--- src/rtl/mano_datapath.sv ---
// Register-transfer datapath of the 8-bit basic computer.
// Executes control-unit strobes on AR, PC, DR, AC, IR, E and the one-hot
// sequence counter, and drives the common bus and the external memory port.
module mano_datapath #(
  parameter int unsigned WORD_W   = 8,
  parameter int unsigned ADDR_W   = 4,
  parameter int unsigned PC_RESET = 0
) (
  input  logic              CLK,
  input  logic              RST,
  input  logic              LDAR,
  input  logic              CLRAR,
  input  logic              INCAR,
  input  logic              LDPC,
  input  logic              CLRPC,
  input  logic              INCPC,
  input  logic              LDDR,
  input  logic              CLRDR,
  input  logic              INCDR,
  input  logic              LDIR,
  input  logic              CLRIR,
  input  logic              INCIR,
  input  logic              LDAC,
  input  logic              CLRAC,
  input  logic              INCAC,
  input  logic              AND,
  input  logic              ADD,
  input  logic              LDA,
  input  logic              COM,
  input  logic              CLRSEQ,
  input  logic              INCSEQ,
  input  logic              READ,
  input  logic              WRITE,
  input  logic [7:0]        I,
  input  logic [WORD_W-1:0] MEM_RDATA,
  output logic [ADDR_W-1:0] MEM_ADDR,
  output logic [WORD_W-1:0] MEM_WDATA,
  output logic              MEM_RE,
  output logic              MEM_WE,
  output logic [7:0]        T,
  output logic [7:0]        D,
  output logic [WORD_W-1:0] IR_Q,
  output logic [WORD_W-1:0] AC_Q,
  output logic              E,
  output logic              BUS_CONFLICT
);

  logic [ADDR_W-1:0] ar_q;
  logic [ADDR_W-1:0] pc_q;
  logic [WORD_W-1:0] dr_q;
  logic [WORD_W-1:0] ac_q;
  logic [WORD_W-1:0] ir_q;
  logic              e_q;
  logic [7:0]        t_q;
  logic [WORD_W-1:0] bus;
  logic [WORD_W:0]   sum;

  // Common bus: highest set select bit wins; I[6] and I[0] source zero
  always_comb begin
    bus = '0;
    if (I[7])      bus = MEM_RDATA;
    else if (I[6]) bus = '0;
    else if (I[5]) bus = ir_q;
    else if (I[4]) bus = ac_q;
    else if (I[3]) bus = dr_q;
    else if (I[2]) bus = WORD_W'(pc_q);
    else if (I[1]) bus = WORD_W'(ar_q);
  end

  // More than one select bit set: clearing the lowest set bit leaves something
  assign BUS_CONFLICT = |(I & (I - 8'd1));

  assign sum = {1'b0, ac_q} + {1'b0, dr_q};

  // AR: clear > load > increment
  always_ff @(posedge CLK or posedge RST) begin
    if (RST)        ar_q <= '0;
    else if (CLRAR) ar_q <= '0;
    else if (LDAR)  ar_q <= bus[ADDR_W-1:0];
    else if (INCAR) ar_q <= ar_q + 1'b1;
  end

  // PC: clear > load > increment
  always_ff @(posedge CLK or posedge RST) begin
    if (RST)        pc_q <= ADDR_W'(PC_RESET);
    else if (CLRPC) pc_q <= '0;
    else if (LDPC)  pc_q <= bus[ADDR_W-1:0];
    else if (INCPC) pc_q <= pc_q + 1'b1;
  end

  // DR: clear > load > increment
  always_ff @(posedge CLK or posedge RST) begin
    if (RST)        dr_q <= '0;
    else if (CLRDR) dr_q <= '0;
    else if (LDDR)  dr_q <= bus;
    else if (INCDR) dr_q <= dr_q + 1'b1;
  end

  // IR: clear > load > increment
  always_ff @(posedge CLK or posedge RST) begin
    if (RST)        ir_q <= '0;
    else if (CLRIR) ir_q <= '0;
    else if (LDIR)  ir_q <= bus;
    else if (INCIR) ir_q <= ir_q + 1'b1;
  end

  // AC and E: only the highest-priority op acts; E moves only on ADD
  always_ff @(posedge CLK or posedge RST) begin
    if (RST) begin
      ac_q <= '0;
      e_q  <= 1'b0;
    end else if (CLRAC) begin
      ac_q <= '0;
    end else if (LDAC) begin
      ac_q <= bus;
    end else if (AND) begin
      ac_q <= ac_q & dr_q;
    end else if (ADD) begin
      ac_q <= sum[WORD_W-1:0];
      e_q  <= sum[WORD_W];
    end else if (LDA) begin
      ac_q <= dr_q;
    end else if (COM) begin
      ac_q <= ~ac_q;
    end else if (INCAC) begin
      ac_q <= ac_q + 1'b1;
    end
  end

  // Sequence counter: one-hot rotate, clear wins over advance
  always_ff @(posedge CLK or posedge RST) begin
    if (RST)         t_q <= 8'h01;
    else if (CLRSEQ) t_q <= 8'h01;
    else if (INCSEQ) t_q <= {t_q[6:0], t_q[7]};
  end

  // Opcode decode of IR[6:4]
  always_comb begin
    D = '0;
    D[ir_q[6:4]] = 1'b1;
  end

  assign MEM_ADDR  = ar_q;
  assign MEM_WDATA = bus;
  assign MEM_RE    = READ;
  assign MEM_WE    = WRITE;
  assign T         = t_q;
  assign IR_Q      = ir_q;
  assign AC_Q      = ac_q;
  assign E         = e_q;

endmodule

--- config.mk ---
export PLATFORM = sky130hd
export DESIGN_NAME = mano_datapath
export DESIGN_NICKNAME = d
export VERILOG_FILES = /design/src/rtl/mano_datapath.sv
export SDC_FILE = /design/constraint.sdc
export NUM_CORES = 1
export LEC_CHECK = 0
export ABC_AREA = 1
export CORE_MARGIN = 2
export CORE_UTILIZATION = 50
export CTS_CLUSTER_SIZE = 16
export DETAILED_ROUTE_END_ITERATION = 6
export MAX_ROUTING_LAYER = met4
export PLACE_DENSITY = 0.82
export SETUP_SLACK_MARGIN = 0.2
export SKIP_CTS_REPAIR_TIMING = 1
export SLEW_MARGIN = 30
export SYNTH_ARGS = -nofsm -noshare
export SYNTH_HDL_FRONTEND = slang
export SYNTH_SLANG_ARGS = --single-unit
--- constraint.sdc ---
create_clock -name CLK -period 2.1 [get_ports CLK]
set_clock_uncertainty 0.2 [all_clocks]
set_input_delay 0.42 -clock CLK [delete_from_list [all_inputs] [get_ports CLK]]
set_output_delay 0.42 -clock CLK [all_outputs]
set_load 0.01 [all_outputs]
==> summary.txt <==
Outcome
  • Status: finished, violations left
  • Failing checks: setup timing

Finish
  • Commonest non-fill, non-tap cells in the layout: 139 x sky130_fd_sc_hd__nand2_1, 89 x sky130_fd_sc_hd__buf_4, 48 x sky130_fd_sc_hd__inv_1, 48 x sky130_fd_sc_hd__nand3_1, 47 x sky130_fd_sc_hd__nor2_1
  • Area taken by flip-flops and latches: between 1000 and 1500 um^2
  • Synth-to-layout area growth: 59.9%
  • Fill cell instance count of the final layout: ~410
  • Final Net Count: 765
  • Fraction of final layout cells sized beyond drive strength 1: between 20 and 30%
  • Multi-input logic area: around 2300 um^2
  • Diode insertion count for antenna repair: 0
  • Most common cell after layout, fill and taps aside: sky130_fd_sc_hd__nand2_1

STA
  • Final Max Slew Viols: 0
  • Final worst hold slack: 278 ps
  • # setup viols final: 2
  • Slack of the critical path: -31.7 ps
  • Slew headroom: between 70% and 80%
  • Maximum clock frequency: roughly 0.47 GHz
  • Final period utilization: 102%
  • Minimum clock period: 2130 ps
  • Unrepaired setup endpoints after global routing: yes
  • Final count of hold timing violations: 0
  • Worst Tran Pin Value: around 440 ps

Worst setup path
  • Max Fanout on Critical Path: 5
  • Critical path capture point type: output port
  • Sort of element at the start of the critical path: primary input
  • Worst endpoint data arrival time: ~1500 ps
  • Data required time of the critical path: approximately 1500 ps
  • Critical path start-end classification: primary input to output port

Drt
  • Wire length on met3: approximately 1600 um
  • Number of nets with antenna violations after detailed routing: 0
  • WL final: roughly 15,000 um
  • Vias/cell: roughly 6.3
  • Pre-Repair DR Iteration Count: 7
  • Initial detailed-routing violation count: slightly below 700
  • Highest routing layer actually used: met4
  • Routed via count: ~5,000
  • Routed wire length per instance: between 15 and 20 um
  • Detailed-routing wirelength on met1: between 5000 and 6000 um
  • Drc violations: 0
  • Wire length on met2: between 6000 and 7000 um

Floorplan
  • Num ports: around 90
  • Site Rows: 30
  • Die span in x: 86.6 um
  • Initial standard-cell utilization of the core: 51.1%
  • Die area: approximately 7500 um^2
  • Core footprint: ~6700 um^2
  • Y dimension of the die: roughly 87 um

Yosys
  • Top post-synthesis cells by area: sky130_fd_sc_hd__dfrtp_1 29%, sky130_fd_sc_hd__nand2_1 16%, sky130_fd_sc_hd__nand3_1 7.8%, sky130_fd_sc_hd__o21ai_0 6.7%, sky130_fd_sc_hd__inv_1 6.4%
  • Cell taking the most area after synthesis: sky130_fd_sc_hd__dfrtp_1
  • Post-synth cell types: 35
  • Number of flops mapped to enable cells by yosys: 0
  • Asr flop ratio synth: 100%
  • Synth Warn #: 0
  • Area share of the leading cell type in the synthesized netlist: between 20 and 30%
  • Sequential element share of the synthesized area: 30.1%
  • Synth Flop Type: sky130_fd_sc_hd__dfrtp_1
  • Mean area per synthesized cell: around 6.4 um^2
  • Post-Syn Area: about 3400 um^2
  • FF+latch count, synth: 41
  • Net count after synthesis: 586
  • Synthesized instance count: ~530

Clocking
  • TritonCTS clock tree: done
  • Clk_lat worst skew: roughly 300 ps
  • Count of clock tree sinks: approximately 40
  • Buffer levels on the longest clock path: 2
  • CTS H-tree lvls: 2
  • CTS Root Cell: sky130_fd_sc_hd__clkbuf_8
  • Number of CTS-inserted buffers: 5
  • Clock slew seen by the registers of the worst setup and hold paths: 80 ps

Worst hold path
  • Type of the most critical hold path: primary input to async pin

Global routing
  • Via count of the first global-routing pass: about 4,200
  • Remaining global-route overflow: 0
  • Number of antenna violations at the first check in global routing: 0
  • Overall Global Routing Usage: 33.3%
  • Largest net degree at the start of global routing: between 40 and 50
  • First-pass GRT wire length: between 15,000 and 20,000 um

Power and ir drop
  • Total leakage power: about 3 nW
  • Power Dens Cells: roughly 470 nW/um^2
  • Worst vdd rail ir drop: roughly 0.25 mV
  • Power, Total: 2.58 mW

Placement
  • Routability congestion estimate from global placement: 1.01
  • Setup slack at placement: -715 ps
  • Port buffer count: 84
  • Post-DP HPWL: 9230 um

Flow run
  • Max-cap violation count: 0
==> synth_stat cells, types with 3 or more instances <==
master                       n
sky130_fd_sc_hd__a21oi_1    35
sky130_fd_sc_hd__buf_2       5
sky130_fd_sc_hd__clkbuf_1    5
sky130_fd_sc_hd__dfrtp_1    40
sky130_fd_sc_hd__ha_1       13
sky130_fd_sc_hd__inv_1      58
sky130_fd_sc_hd__inv_2       3
sky130_fd_sc_hd__nand2_1   149
sky130_fd_sc_hd__nand3_1    53
sky130_fd_sc_hd__nand4_1     4
sky130_fd_sc_hd__nor2_1     50
sky130_fd_sc_hd__nor3_1     10
sky130_fd_sc_hd__o211ai_1    9
sky130_fd_sc_hd__o21ai_0    46
sky130_fd_sc_hd__o21ai_1    11
sky130_fd_sc_hd__o221ai_1    4
sky130_fd_sc_hd__o22ai_1     5
sky130_fd_sc_hd__xor2_1     10
==> power breakdown <==
part	switching [mW]	leakage, nW	internal, mW
Combinational	0.621	2.35	0.528
Sequential	0.0585	0.530	0.854
Clock	0.290	0.0450	0.231
==> per-layer routing <==
layer | GRT usage [%] | vias up
met1 | 40.6 | 2248
met5 | - | -
met2 | 56.4 | 463
met3 | 4.57 | 139
met4 | 11.9 | 0
li1 | - | 2127
==> critical path, stage by stage <==
cell and delay (ps):
sky130_fd_sc_hd__buf_6 110, sky130_fd_sc_hd__inv_4 50, sky130_fd_sc_hd__buf_4 130, sky130_fd_sc_hd__nor2_1 270, sky130_fd_sc_hd__nor2_1 140, sky130_fd_sc_hd__o211ai_1 140, sky130_fd_sc_hd__nand2_1 100, sky130_fd_sc_hd__buf_2 150
==> layout make-up <==
class                           instances  share of cell area [%]
Clock buffer                            6                    1.33
Clock inverter                          2                   0.183
Inverter                               63                    4.59
Multi-Input combinational cell        414                    42.4
Sequential cell                        41                    18.9
Tap cell                               80                    1.83
Timing Repair Buffer                  185                    30.7
==> worst paths after layout <==
path	to	slack, ps	start	depth (start not counted)
max in group asynchronous	T[0]$_DFFE_PP1P_	1160	RST	3
worst min-delay path	T[7]$_DFFE_PP0P_	280	RST	3
worst max-delay path	MEM_WDATA[0]	-30	I[5]	8
min in group CLK	pc_q[3]$_DFFE_PP0P_	330	pc_q[3]$_DFFE_PP0P_	2
worst max register to register	AC_Q[6]$_DFFE_PP0P_	10	AC_Q[0]$_DFFE_PP0P_	11
worst min register to register	pc_q[3]$_DFFE_PP0P_	330	pc_q[3]$_DFFE_PP0P_	2
==> sequential cells by signal, indices dropped and copies added (netlist names) <==
| signal | flops |
|---|---|
| AC_Q | 8 |
| E | 1 |
| IR_Q | 8 |
| MEM_ADDR | 4 |
| T | 8 |
| dr_q | 8 |
| pc_q | 4 |
==> cell families after synthesis <==
family / count (synthesis) / synth area share [%]
and+or+nand+nor: 274 / 34.1
buffers and inverters: 76 / 9.02
AOI/OAI and AO/OA: 114 / 18.3
adders and majority gates: 14 / 5.35
DFF: 41 / 30.1
xor gates and xnor gates: 12 / 3.08
==> metrics by stage <==
stage               cells  utilization (%)  instance area [um^2]  setup TNS [ps]
finish                791             81.7                  5460           -49.8
global route          791             81.7                  5460            -269
CTS                   767             74.3                  4970           -7620
detailed placement    759             73.1                  4880          -10550
global placement      759             73.1                  4880           -8460
floorplan             531                -                  3420               0
No activity file was read; power rests on OpenSTA's default activity.
